==> src/rtl/alu_op_sequencer_if.sv <==
// Request/response handshake bundle for alu_op_sequencer.
// master = requester/consumer side, slave = sequencer side.
interface alu_op_sequencer_if;
  logic       req_valid;
  logic       req_ready;
  logic [3:0] req_a;
  logic [3:0] req_b;
  logic [2:0] req_op;
  logic       req_acc;
  logic       rsp_valid;
  logic       rsp_ready;
  logic [3:0] rsp_result;
  logic       rsp_zero;

  modport master (
    output req_valid,
    input  req_ready,
    output req_a,
    output req_b,
    output req_op,
    output req_acc,
    input  rsp_valid,
    output rsp_ready,
    input  rsp_result,
    input  rsp_zero
  );

  modport slave (
    input  req_valid,
    output req_ready,
    input  req_a,
    input  req_b,
    input  req_op,
    input  req_acc,
    output rsp_valid,
    input  rsp_ready,
    output rsp_result,
    output rsp_zero
  );
endinterface

==> src/rtl/alu_op_sequencer.sv <==
// Sequential front end for the 4-bit combinational ALU with accumulator.
// Optional op counter enabled by macro ALU_SEQ_OPCOUNT_EN.
module alu_op_sequencer (
  input  logic                 clk,
  input  logic                 rst,
  alu_op_sequencer_if.slave    bus,
  output logic [3:0]           alu_a,
  output logic [3:0]           alu_b,
  output logic [2:0]           alu_opcode,
  input  logic [3:0]           alu_result,
  output logic [7:0]           op_count
);

  typedef enum logic [1:0] {
    IDLE = 2'd0,
    EXEC = 2'd1,
    RESP = 2'd2
  } state_t;

  state_t     state_q;
  logic [3:0] alu_a_q;
  logic [3:0] alu_b_q;
  logic [2:0] alu_op_q;
  logic [3:0] rsp_result_q;
  logic       rsp_zero_q;
  logic [3:0] acc_q;

  logic req_fire;
  logic rsp_fire;

  // Handshake status comes only from the state register.
  assign bus.req_ready = (state_q == IDLE);
  assign bus.rsp_valid = (state_q == RESP);

  assign req_fire = bus.req_valid && (state_q == IDLE);
  assign rsp_fire = bus.rsp_ready && (state_q == RESP);

  always_ff @(posedge clk or posedge rst) begin
    if (rst) begin
      state_q      <= IDLE;
      alu_a_q      <= 4'h0;
      alu_b_q      <= 4'h0;
      alu_op_q     <= 3'h0;
      rsp_result_q <= 4'h0;
      rsp_zero_q   <= 1'b0;
      acc_q        <= 4'h0;
    end else begin
      case (state_q)
        IDLE: begin
          if (req_fire) begin
            alu_a_q  <= bus.req_acc ? acc_q : bus.req_a;
            alu_b_q  <= bus.req_b;
            alu_op_q <= bus.req_op;
            state_q  <= EXEC;
          end
        end
        EXEC: begin
          rsp_result_q <= alu_result;
          rsp_zero_q   <= (alu_result == 4'h0);
          acc_q        <= alu_result;
          state_q      <= RESP;
        end
        RESP: begin
          if (rsp_fire) begin
            state_q <= IDLE;
          end
        end
        default: begin
          state_q <= IDLE;
        end
      endcase
    end
  end

  assign alu_a          = alu_a_q;
  assign alu_b          = alu_b_q;
  assign alu_opcode     = alu_op_q;
  assign bus.rsp_result = rsp_result_q;
  assign bus.rsp_zero   = rsp_zero_q;

`ifdef ALU_SEQ_OPCOUNT_EN
  logic [7:0] cnt_q;

  always_ff @(posedge clk or posedge rst) begin
    if (rst) begin
      cnt_q <= 8'h00;
    end else if (rsp_fire) begin
      cnt_q <= cnt_q + 8'd1;
    end
  end

  assign op_count = cnt_q;
`else
  assign op_count = 8'h00;
`endif

endmodule
==> src/flat_wrapper.sv <==
// flat-port wrapper written by rule: the top's interface ports become plain ports
module alu_op_sequencer_flat 
  (clk, rst, alu_a, alu_b, alu_opcode, alu_result, op_count, bus_req_valid, bus_req_ready, bus_req_a, bus_req_b, bus_req_op, bus_req_acc, bus_rsp_valid, bus_rsp_ready, bus_rsp_result, bus_rsp_zero);
  alu_op_sequencer_if bus_i ();
  input  logic clk;
  input  logic rst;
  output logic [3:0] alu_a;
  output logic [3:0] alu_b;
  output logic [2:0] alu_opcode;
  input  logic [3:0] alu_result;
  output logic [7:0] op_count;
  input wire logic [$bits(bus_i.req_valid)-1:0] bus_req_valid;
  output wire logic [$bits(bus_i.req_ready)-1:0] bus_req_ready;
  input wire logic [$bits(bus_i.req_a)-1:0] bus_req_a;
  input wire logic [$bits(bus_i.req_b)-1:0] bus_req_b;
  input wire logic [$bits(bus_i.req_op)-1:0] bus_req_op;
  input wire logic [$bits(bus_i.req_acc)-1:0] bus_req_acc;
  output wire logic [$bits(bus_i.rsp_valid)-1:0] bus_rsp_valid;
  input wire logic [$bits(bus_i.rsp_ready)-1:0] bus_rsp_ready;
  output wire logic [$bits(bus_i.rsp_result)-1:0] bus_rsp_result;
  output wire logic [$bits(bus_i.rsp_zero)-1:0] bus_rsp_zero;
  assign bus_i.req_valid = bus_req_valid;
  assign bus_req_ready = bus_i.req_ready;
  assign bus_i.req_a = bus_req_a;
  assign bus_i.req_b = bus_req_b;
  assign bus_i.req_op = bus_req_op;
  assign bus_i.req_acc = bus_req_acc;
  assign bus_rsp_valid = bus_i.rsp_valid;
  assign bus_i.rsp_ready = bus_rsp_ready;
  assign bus_rsp_result = bus_i.rsp_result;
  assign bus_rsp_zero = bus_i.rsp_zero;
  alu_op_sequencer u_core (.clk(clk), .rst(rst), .bus(bus_i), .alu_a(alu_a), .alu_b(alu_b), .alu_opcode(alu_opcode), .alu_result(alu_result), .op_count(op_count));
endmodule
==> config.mk <==
export PLATFORM = sky130hd
export DESIGN_NAME = alu_op_sequencer_flat
export DESIGN_NICKNAME = d
export VERILOG_FILES = /design/src/rtl/alu_op_sequencer_if.sv /design/src/rtl/alu_op_sequencer.sv /design/src/flat_wrapper.sv
export SDC_FILE = /design/constraint.sdc
export NUM_CORES = 1
export LEC_CHECK = 0
export ABC_AREA = 1
export CELL_PAD_IN_SITES_DETAIL_PLACEMENT = 1
export CELL_PAD_IN_SITES_GLOBAL_PLACEMENT = 2
export CORE_MARGIN = 3
export CORE_UTILIZATION = 18
export DETAILED_ROUTE_END_ITERATION = 16
export MAX_ROUTING_LAYER = met4
export PLACE_DENSITY_LB_ADDON = 0.15
export RECOVER_POWER = 50
export SLEW_MARGIN = 20
export SYNTH_ARGS = -nofsm -noshare
export SYNTH_HDL_FRONTEND = slang
export SYNTH_SLANG_ARGS = --single-unit
export TNS_END_PERCENT = 30
==> constraint.sdc <==
create_clock -name clk -period 0.95 [get_ports clk]
set_input_delay 0.095 -clock clk [delete_from_list [all_inputs] [get_ports clk]]
set_output_delay 0.095 -clock clk [all_outputs]
set_load 0.02 [all_outputs]
==> impl_metrics.csv <==
group,metric,value,unit
cells_and_area,num_antenna_cells,0,
global_routing,grt_pass1_wl,3900,µm
power_and_ir_drop,ir_worst_vdd,814,µV
sta,fin_crit,1100,ps
sta,timing.final.crit_share,115,%
clock_network,cts_made_buffers,3,
cells_and_area,final_nets,180,
place,port_buffers,37,
drt,drt_iter0_drc,11,
clock_network,hold_buffers,0,
power_and_ir_drop,p_per_area,3080,nW/µm²
drt,wl_per_cell,11.5,µm
sta,finalWorstSetupSlack,-146,ps
floorplan,start_util,19.2,%
cells_and_area,post-route-util,30.8,%
critical_path,rrSetupSlack,-130,ps
global_routing,grt_max_degree,19,
clock_network,cts_tree,"done",
sta,fin_setup_tns,-1720,ps
cells_and_area,area_growth,59.9,%
sta,setup_violations,18,
floorplan,num_rows,24,
global_routing,antenna_found_initial,0,
logic_synthesis,yosys.area.top_type_share,52.3,%
cells_and_area,multi_input_area,364,µm²
critical_path,cp_data_required_time,850,ps
logic_synthesis,syn_area_per_cell,8.20,µm²
critical_path,end_kind,"output pin",
status,status,"finished, violations left",
logic_synthesis,yosysTopAreaCell,"dfrtp_1",
critical_path,path_class,"register to output pin",
drt,num_vias,811,
sta,drv_slew,0,
logic_synthesis,netlist_area,861,µm²
sta,fmax,0.913,GHz
place,gp_congestion,0.749,
cells_and_area,seqCellArea,452,µm²
floorplan,fp.coreArea,4470,µm²
power_and_ir_drop,p_leak,0.000745,µW
power_and_ir_drop,total_power,4240,µW
clock_network,cts_root_buffer,"clkbuf_8",
logic_synthesis,synth_seq_cells,18,
status,violations,"negative setup slack",
logic_synthesis,ys_top_cells_by_area,"dfrtp_1 52%, nand2_1 23%, buf_4 7.8%",
flow_run,max_cap_violations,0,
critical_path,cp.arrival,1000,ps
logic_synthesis,synth.distinct_cells,13,
global_routing,grt_pass1_vias,867,
clock_network,clkLatencyLatePin,250,ps
sta,hold_violations,0,
sta,skew,4.97,ps
logic_synthesis,ys_warn_count,0,
floorplan,die_h,75.2,µm
clock_network,cts_sinks,18,
critical_path,worstSetupStartpointType,"register",
drt,wl,2430,µm
logic_synthesis,seq_area_frac_synth,52.3,%
drt,drc,0,
drt,drtAntennaViolNets,0,
floorplan,dieArea,5650,µm²
floorplan,fp.dieW,75.2,µm
floorplan,num_io_pins,46,
global_routing,gr-usage-all-layers,9.33,%
critical_path,regToRegStartpoint,"u_core.state_q[0]",
min_path,min_path_type,"primary input to async pin",
place,post-dp-hpwl,1870,µm
clock_network,clk_pin_slew,70,ps
clock_network,ctsHtreeMaxLevel,1,
cells_and_area,fillers,553,
critical_path,reg2regPathDepth,5,
clock_network,clk_path_buf_depth,2,
drt,routed_via_density,3.84,
place,preCtsSetupSlack,-378,ps
logic_synthesis,synthCells,105,
sta,rsz0062_at_grt,"yes",
cells_and_area,drive_above_1_share,30.2,%
critical_path,worstPathMaxFanout,3,
critical_path,r2r-end,"u_core.alu_b[3]",
global_routing,grt.overflow.total,0,
drt,firstDrtPassIters,2,
flip-flops by register name, indices dropped and copies added, names as in the netlist:
register / cells
u_core.bus.rsp_zero: 1
u_core.alu_b: 4
u_core.acc_q: 4
u_core.alu_a: 4
u_core.state_q: 2
u_core.alu_opcode: 3
worst max-delay path: stages, from the launching register on:
cell and delay, ps:
dfrtp_2 450, nor2_4 160, buf_6 130
synth_stat cells:
cell type  number
dfrtp_1        18
o21ai_2         1
nand2_4         1
nand3_1         8
buf_6           1
nand2_1        52
buf_4           9
inv_1           7
nand2_2         1
nor2_4          2
nor2_2          1
nor2_1          3
conb_1          1
metrics by stage:
step	hold WS (ps)	instances	instance area, µm²
2_1_floorplan	33.6	112	887
3_3_place_gp	422	204	1350
3_5_place_dp	431	204	1350
4_1_cts	148	208	1360
5_1_grt	405	211	1380
6_report	379	211	1380
timing repair:
item / 4_1_cts / 5_1_grt
gates cloned: 0 / 1
gates resized for setup: 84 / 2
pin swaps: 3 / 3
setup endpoints to repair: 35 / 20
buffers inserted: 0 / 2
endpoints found under the hold margin: 0 / 0
layer usage:
layer	vias to the layer above	global-route usage (%)	part of all wire, %
met1	363	12.7	48
met4	0	2.33	0.41
met5	-	-	0
met2	33	14.0	45
met3	2	2.14	6.5
li1	413	-	-
cells in the final DEF, fill, tap and decap left out:
cell type,synthesis,layout
buf_2,0,16
buf_4,9,12
buf_6,1,3
buf_8,0,1
clkbuf_2,0,1
clkbuf_8,0,4
clkdlybuf4s50_1,0,18
conb_1,1,8
dfrtp_1,18,17
dfrtp_2,0,1
dlygate4sd3_1,0,1
inv_1,7,5
inv_2,0,2
nand2_1,52,52
nand2_2,1,1
nand2_4,1,1
nand2_8,0,1
nand3_1,8,8
nor2_1,3,2
nor2_4,2,4
o21ai_2,1,1
how the worst max path moves through the flow:
stage | start | end | slack [ps] | cells past startpoint
2_1_floorplan | u_core.state_q[1] | u_core.alu_a[0] | -150 | 5
3_3_place_gp | u_core.state_q[1] | bus_rsp_valid | -360 | 3
3_5_place_dp | u_core.state_q[1] | bus_rsp_valid | -380 | 3
4_1_cts | u_core.state_q[1] | bus_rsp_valid | -150 | 3
5_1_grt | u_core.state_q[0] | u_core.alu_opcode[1] | -210 | 5
6_report | u_core.state_q[0] | bus_req_ready | -150 | 2
final cells by class:
type | instances | area share [%]
inverters | 7 | 1.91
repair buffers | 52 | 30.1
clock buffers | 4 | 4.00
well taps | 52 | 4.73
flip-flops and latches | 18 | 32.8
multi-input cells | 78 | 26.5
report_power, final:
group | switching, µW | leakage [µW] | internal, µW
Combinational | 1330 | 0.000492 | 965
Clock | 265 | 0.0000288 | 368
Sequential | 202 | 0.000224 | 1110
Total | 1800 | 0.000745 | 2450
cell families after synthesis:
family          count (synthesis)  synth area share [%]
other cells                     1                 0.436
compound gates                  1                  1.02
flops                          18                  52.3
simple gates                   68                  34.0
buf+inv                        17                  12.2
Power figures use the tool's default switching activity.
